[config.mk]
export PLATFORM = sky130hd
export DESIGN_NAME = seq_core_branch_ctrl
export DESIGN_NICKNAME = d
export VERILOG_FILES = /design/src/rtl/seq_core_branch_ctrl.sv
export SDC_FILE = /design/constraint.sdc
export NUM_CORES = 1
export LEC_CHECK = 0
export CORE_UTILIZATION = 35
export CTS_CLUSTER_DIAMETER = 50
export DETAILED_ROUTE_END_ITERATION = 10
export PLACE_DENSITY = 0.73
export SYNTH_ARGS = -nofsm -noshare
export SYNTH_HDL_FRONTEND = slang
export SYNTH_SLANG_ARGS = --single-unit
[constraint.sdc]
create_clock -name clk -period 4.6 [get_ports clk]
set_input_delay 1.38 -clock clk [delete_from_list [all_inputs] [get_ports clk]]
set_output_delay 1.38 -clock clk [all_outputs]
set_load 0.02 [all_outputs]
[src/rtl/seq_core_branch_ctrl.sv]
// seq_core_branch_ctrl
// Stage-2 control unit of the pipelined seq_core. Holds the stage-2
// instruction register, resolves jumps, detects load-use hazards and runs
// the RUN/HALT state machine that freezes the fetch stage.
//
// Parameters:
//   A_SIZE  program counter / jump target width (>= 6)
//   D_SIZE  register data width (>= A_SIZE)
//
// Ports:
//   clk, rst        clock, synchronous active-high reset
//   ir              instruction arriving from fetch
//   resume          one-cycle pulse that leaves HALT
//   rd_addr         register index read for the instruction in r2_ir
//   rd_data         forwarded value of register rd_addr
//   r2_ir           stage-2 instruction register
//   r2_pc_halt      freeze PC/IR
//   r2_pc_load      absolute jump to r2_pc_target
//   r2_pc_loadr     relative jump by signed r2_pc_target
//   r2_pc_target    jump address / offset (0 when no jump)
//   r2_pc_flush     replace the fetched IR with a NOP
//   bubble          hold PC/IR for one cycle (load-use hazard)
//
// Optional build macro SEQ_CORE_BRANCH_STATS_EN adds saturating counters
// taken_cnt, bubble_cnt and halt_cnt (cleared by rst).
module seq_core_branch_ctrl #(
    parameter int A_SIZE = 10,
    parameter int D_SIZE = 32
) (
    input  logic              clk,
    input  logic              rst,
    input  logic [15:0]       ir,
    input  logic              resume,
    output logic [2:0]        rd_addr,
    input  logic [D_SIZE-1:0] rd_data,
    output logic [15:0]       r2_ir,
    output logic              r2_pc_halt,
    output logic              r2_pc_load,
    output logic              r2_pc_loadr,
    output logic [A_SIZE-1:0] r2_pc_target,
    output logic              r2_pc_flush,
`ifdef SEQ_CORE_BRANCH_STATS_EN
    output logic [15:0]       taken_cnt,
    output logic [15:0]       bubble_cnt,
    output logic [15:0]       halt_cnt,
`endif
    output logic              bubble
);

    localparam logic ST_RUN  = 1'b0;
    localparam logic ST_HALT = 1'b1;

    localparam logic [3:0] OP_NOP   = 4'b0000;
    localparam logic [3:0] OP_LOAD  = 4'b0010;
    localparam logic [3:0] OP_JMP   = 4'b1000;
    localparam logic [3:0] OP_JMPR  = 4'b1001;
    localparam logic [3:0] OP_JMPRC = 4'b1010;
    localparam logic [3:0] OP_HALT  = 4'b1111;

    logic              state;
    logic [3:0]        r2_op;
    logic [3:0]        ir_op;
    logic              halting;
    logic              cond_true;
    logic              jump_abs;
    logic              jump_rel;
    logic              jump;
    logic              ir_reads_dest;
    logic [2:0]        load_dest;
    logic [A_SIZE-1:0] rel_offset;

    assign r2_op     = r2_ir[15:12];
    assign ir_op     = ir[15:12];
    assign load_dest = r2_ir[10:8];

    // Casting the signed 6-bit field to A_SIZE sign-extends it.
    assign rel_offset = A_SIZE'($signed(r2_ir[5:0]));

    // Halt is asserted on the cycle the HALT opcode sits in r2, before the
    // state register has switched, so fetch freezes without a gap.
    assign halting = (state == ST_HALT) || (r2_op == OP_HALT);

    always_comb begin
        cond_true = 1'b0;
        case (r2_ir[11:9])
            3'b000:  cond_true = rd_data[D_SIZE-1];
            3'b001:  cond_true = !rd_data[D_SIZE-1];
            3'b010:  cond_true = (rd_data == '0);
            3'b011:  cond_true = (rd_data != '0);
            default: cond_true = 1'b0;
        endcase
    end

    always_comb begin
        rd_addr = 3'd0;
        if (r2_op == OP_JMP)
            rd_addr = r2_ir[2:0];
        else if (r2_op == OP_JMPRC)
            rd_addr = r2_ir[8:6];
    end

    assign jump_abs = !halting && (r2_op == OP_JMP);
    assign jump_rel = !halting && ((r2_op == OP_JMPR) ||
                                   ((r2_op == OP_JMPRC) && cond_true));
    assign jump     = jump_abs || jump_rel;

    // Does the incoming instruction read the register the LOAD in r2 writes?
    always_comb begin
        ir_reads_dest = 1'b0;
        case (ir_op)
            OP_JMP:   ir_reads_dest = (ir[2:0] == load_dest);
            OP_JMPRC: ir_reads_dest = (ir[8:6] == load_dest);
            OP_NOP, OP_LOAD, OP_JMPR, OP_HALT:
                      ir_reads_dest = 1'b0;
            default:  ir_reads_dest = (ir[5:3] == load_dest) ||
                                      (ir[2:0] == load_dest);
        endcase
    end

    always_comb begin
        r2_pc_halt   = halting;
        r2_pc_load   = jump_abs;
        r2_pc_loadr  = jump_rel;
        r2_pc_flush  = jump;
        r2_pc_target = '0;
        if (jump_abs)
            r2_pc_target = rd_data[A_SIZE-1:0];
        else if (jump_rel)
            r2_pc_target = rel_offset;
        // A jump in r2 flushes the fetched IR, which removes the hazard.
        bubble = !halting && !jump && (r2_op == OP_LOAD) && ir_reads_dest;
    end

    always_ff @(posedge clk) begin
        if (rst) begin
            state <= ST_RUN;
            r2_ir <= '0;
        end else if (state == ST_HALT) begin
            if (resume) begin
                state <= ST_RUN;
                r2_ir <= '0;
            end
        end else if (r2_op == OP_HALT) begin
            // Entering HALT: keep the HALT opcode in r2 while frozen.
            state <= ST_HALT;
        end else if (jump || bubble) begin
            r2_ir <= '0;
        end else begin
            r2_ir <= ir;
        end
    end

`ifdef SEQ_CORE_BRANCH_STATS_EN
    always_ff @(posedge clk) begin
        if (rst) begin
            taken_cnt  <= '0;
            bubble_cnt <= '0;
            halt_cnt   <= '0;
        end else begin
            if (jump && (taken_cnt != 16'hFFFF))
                taken_cnt <= taken_cnt + 16'd1;
            if (bubble && (bubble_cnt != 16'hFFFF))
                bubble_cnt <= bubble_cnt + 16'd1;
            if ((state == ST_HALT) && (halt_cnt != 16'hFFFF))
                halt_cnt <= halt_cnt + 16'd1;
        end
    end
`endif

endmodule

## Word level (Yosys, flattened, before mapping)

Cells that the tools add are included.

| storage, ports and cells | value |
|---|---|
| register bits | 17 |
| output and inout bits | 34 |
| latch bits | 0 |
| logic and storage cells | 53 |
| memory bits (writable) | 0 |
| memories | 0 |
| ROM bits | 0 |

| operators by class | value |
|---|---|
| equality and inequality tests | 18 |
| div/mod/pow operators | 0 |
| shifts and indexed selects | 0 |
| add/subtract/negate cells | 0 |
| bitwise logic cells | 0 |
| reductions and logical operators | 20 |
| mux-type cells | 13 |
| multiply operators | 0 |
| $lt $le $gt $ge | 0 |

Operators by type and width:

| cell | number |
|---|---|
| 16-bit two-way mux | 4 |
| 4-bit equality test, second input constant | 8 |
| 32-bit zero test | 1 |
| 32-bit nonzero test | 1 |
| 10-bit two-way mux | 2 |
| 3-bit equality test | 3 |
| 4-bit by 2-bit equality test with 1-bit output, second input constant | 2 |
| 3-bit by 2-bit equality test with 1-bit output, second input constant | 2 |
| 1-bit logical AND | 6 |
| 3-bit two-way mux | 2 |
| 1-bit logical OR | 5 |
| 4-bit zero test | 1 |
| 2-bit inequality test, second input constant | 2 |
| 1-bit one-hot mux with 4 select lines | 1 |
| 4-bit OR reduction | 1 |
| 3-bit by 1-bit equality test with 1-bit output, second input constant | 1 |
| 1-bit zero test | 3 |
| 3-bit zero test | 1 |
| 1-bit two-way mux | 3 |
| 1-bit one-hot mux with 3 select lines | 1 |
| 2-bit AND reduction | 1 |

## Depth between registers and ports, before layout

| logic depth | value |
|---|---|
| depth in word-level cells | 14 |
| depth in mapped cells | 7 |
| mapped depth without buffers | 5 |

## Worst setup path before layout

Ideal clock, no wire load.

| timing path | value |
|---|---|
| path kind | input-to-output |
| from | in rd_data[1] |
| to | out r2_pc_target[4] |
| path slack | 372 ps |
| arrival | 2848 ps |
| stages | 5 |
| buffers on the path | 0 |
| path through | nor4_1 and4_1 a221oi_1 nor3_2 a21boi_0 |

| between the ends | value |
|---|---|
| word-level cells in the longest chain between the ends | 7 |

Ends and longest elaborated chain:

| item | line | RTL |
|---|---|---|
| from (decl) | 35 | `input logic [D_SIZE-1:0] rd_data,` |
| 32-bit nonzero test / 32-bit zero test (equally long branches) | 89, 88 |  |
| 1-bit one-hot mux with 4 select lines (*) | 85 | `case (r2_ir[11:9])` |
| 1-bit logical AND (*) | 104 | `((r2_op == OP_JMPRC) && cond_true));` |
| 1-bit logical OR (*) | 103 | `assign jump_rel = !halting && ((r2_op == OP_JMPR) \|\|` |
| 1-bit logical AND (*) | 103 |  |
| 10-bit two-way mux (*) | 128 | `else if (jump_rel)` |
| 10-bit two-way mux (*) | 126 | `if (jump_abs)` |
| to (decl) | 40 | `output logic [A_SIZE-1:0] r2_pc_target,` |

Every way passes the cells marked *; elsewhere a longest branch is shown, timed or not.

## Worst setup path in the final report

| timing path | value |
|---|---|
| from | in rd_data[24] |
| to | out r2_pc_target[4] |

Same word-level chain as after synthesis.

==> impl_metrics.yaml <==
grt:
  grt_max_degree: 18
  antenna_found_initial: 0
  grt-ovfl-total: 0
  grt.total_usage: 0.2219
  grt_pass1_vias: 1730
  grt_first_pass_wirelength_um: 7769
timing:
  fin_skew_ps: 2.641
  timing.fmax_mhz: 220.9
  hold_violations: 0
  timing.final.crit_period_ps: 4527
  grt_setup_unrepaired: "true"
  final.period_utilization: 0.9842
  slew_viol_final: 0
  tns_ps: 0
  setup_violations: 0
  worst_pin_slew_ps: 789.5
  max_slew_margin: 0.4737
synth:
  synth.net_count: 238
  async_reset_ff_frac: 0
  synth.largest_area_cell: "dfxtp_1"
  ys_seq_area_frac: 0.2315
  synth_top_area_frac: 0.2315
  synth_cell_types: 47
  ys.flop_type: "dfxtp_1"
  syn_avg_cell_area_um2: 7.862
  synth-seq-cells: 17
  synth_edf_count: 0
  synthTopCellsByArea: "dfxtp_1 23%, nand2_1 8.7%, xor2_1 6.6%"
  synthCells: 187
  synthesis.area_mm2: 0.001470
  yosysWarnings: 0
setup_path:
  r2r_end: "r2_ir[6]"
  criticalPathCategory: "in -> out"
  cp_max_fo: 2
  ff2ff_setup_slack_ps: 2230
  r2r_cells: 6
  crit_path_end_kind: "output pin"
  cp.arrival_ps: 3150
  required_ps: 3220
  reg2reg_from: "r2_ir[9]"
  crit_end: "r2_pc_target[4]"
  crit_start: "rd_data[24]"
  worst_setup_path_start_kind: "primary input"
routing:
  wirelength_um: 4776
  vias: 1771
  drt_iter0_drc: 33
  post-route-drc-count: 0
  ant_nets: 0
  drt-wirelength-per-cell_um: 13.88
  firstDrtPassIters: 4
  viasPerCell: 5.148
place:
  place_congestion: 0.8557
  dp_cells: 333
  portBuffers: 84
  hpwl_um: 3581
  dpl_cell_area_mm2: 0.002456
layout:
  num_antenna_cells: 0
  fillCellCount: 358
  syn2layout_area_growth_pct: 82.72
  nets: 346
  fin_util: 0.6668
  fin_cells: 344
  drive_above_1_share: 0.2551
  finalInstanceArea_mm2: 0.002686
floorplan:
  dieArea_mm2: 0.004464
  die_x_um: 66.81
  core_mm2: 0.004029
  dieHeight_um: 66.81
  num_rows: 23
  ios: 85
  start_util: 0.3649
clock_tree:
  cts_sinks: 17
  cts_tree: "yes"
  cts_hold_buf: 0
  cts_buffers: 3
  cts_max_level: 1
  clk_pin_slew_ps: 60
  cts_root_buf: "clkbuf_8"
  cts_max_path_buffers: 2
  clkLatencyLatePin_ps: 240
pwr:
  ir_worst_vdd_mv: 0.1401
  p_leak_nw: 1.198
  powerDensity_mw_per_mm2: 179.8
worst_hold_path:
  hp-class: "reg -> reg"
job:
  drv_cap: 0
run_status:
  outcome: "finished, final reports clean"
==> cell usage after synthesis, types with 4 or more instances <==
library cell	number
a21boi_1	4
a21oi_1	7
buf_6	5
dfxtp_1	17
inv_1	17
nand2_1	34
nand3_1	5
nand4_1	4
nor2_1	6
nor3_1	4
nor4_1	10
o21a_1	5
o31ai_1	11
o31ai_2	4
xor2_1	11
==> logic make-up after synthesis <==
logic type | synth area share
AND/OR/NAND/NOR | 0.3183
AO/OA/AOI/OAI | 0.2562
flip-flops | 0.2315
buffers and inverters | 0.1021
XOR/XNOR | 0.07149
multiplexers | 0.02043
==> where the power goes <==
group / leakage (nW) / switching, W / internal, W / total (W)
sequential: 0.141 / 0.0000182 / 0.000158 / 0.000176
clock: 0.0228 / 0.0000456 / 0.0000613 / 0.000107
combinational: 1.03 / 0.0000955 / 0.000105 / 0.000200
total: 1.20 / 0.000159 / 0.000324 / 0.000483
==> per-layer routing <==
metal	vias up	part of all wire	track usage
met5	-	0	0
met4	0	0.0059	0.04787
met3	4	0.050	0.02397
met2	52	0.52	0.4179
met1	823	0.43	0.2649
li1	892	-	-
==> per-stage QoR <==
step           setup WS [ps]  total power, W  hold slack, ps
6_report               72.84       0.0004831           480.1
5_1_grt               -49.36       0.0005086           498.3
4_1_cts               -83.56       0.0004800           480.5
3_5_place_dp          -568.5       0.0003725           470.9
3_3_place_gp          -507.5       0.0003708           469.5
2_1_floorplan          371.6       0.0002698           544.9
==> layout make-up <==
class | instances | area (um2) | share of cell area
clock buffers | 4 | 45.04 | 0.01677
multi-input cells | 141 | 1105 | 0.4113
well taps | 50 | 62.56 | 0.02329
repair buffers | 112 | 1059 | 0.3940
flip-flops and latches | 17 | 340.3 | 0.1267
inverters | 20 | 75.07 | 0.02795
==> flip-flops by register name, summed over array words and instances (netlist names) <==
name and cells:
state 1, r2_ir 16
==> what timing repair did <==
action,4_1_cts,5_1_grt
resized for setup,72,28
pin swaps,14,11
endpoints found under the setup margin,13,13
setup buffers,5,2
==> worst max-delay path, cell delays in order <==
cell	delay [ps]
clkdlybuf4s50_1	440
nor4_4	180
nand4_1	200
buf_4	190
nor4_4	150
nor3_2	80
buf_4	140
buf_4	110
a21boi_1	110
buf_2	150
==> worst min-delay path by stage <==
stage                         from       end  slack, ps  depth (start not counted)
after global placement    r2_ir[4]  r2_ir[4]        470                          2
after detailed placement  r2_ir[4]  r2_ir[4]        470                          2
after CTS                 r2_ir[4]  r2_ir[4]        480                          2
final                     r2_ir[4]  r2_ir[4]        480                          2
after floorplan           r2_ir[6]  r2_ir[6]        540                          2
after global routing      r2_ir[4]  r2_ir[4]        500                          2
==> layout by cell type (no fill, tap or decap), types with 2 or more instances in the layout <==
| cell | instances |
|---|---|
| nand4_1 | 4 |
| nand2_1 | 34 |
| clkdlybuf4s50_1 | 41 |
| o21a_1 | 5 |
| nand3_1 | 5 |
| clkdlybuf4s15_2 | 6 |
| dfxtp_1 | 17 |
| inv_2 | 2 |
| nor2_1 | 5 |
| and3_2 | 2 |
| buf_2 | 3 |
| a221oi_1 | 3 |
| nor4_4 | 7 |
| a21boi_1 | 4 |
| clkbuf_8 | 3 |
| a21oi_1 | 7 |
| o31ai_1 | 11 |
| dlymetal6s2s_1 | 15 |
| inv_1 | 17 |
| nor4_2 | 5 |
| dlygate4sd2_1 | 15 |
| buf_4 | 30 |
| nor3_1 | 4 |
| xor2_1 | 10 |
| mux2i_1 | 3 |
| o31ai_2 | 4 |
| o21ai_0 | 3 |
Power figures use the tool's default switching activity.
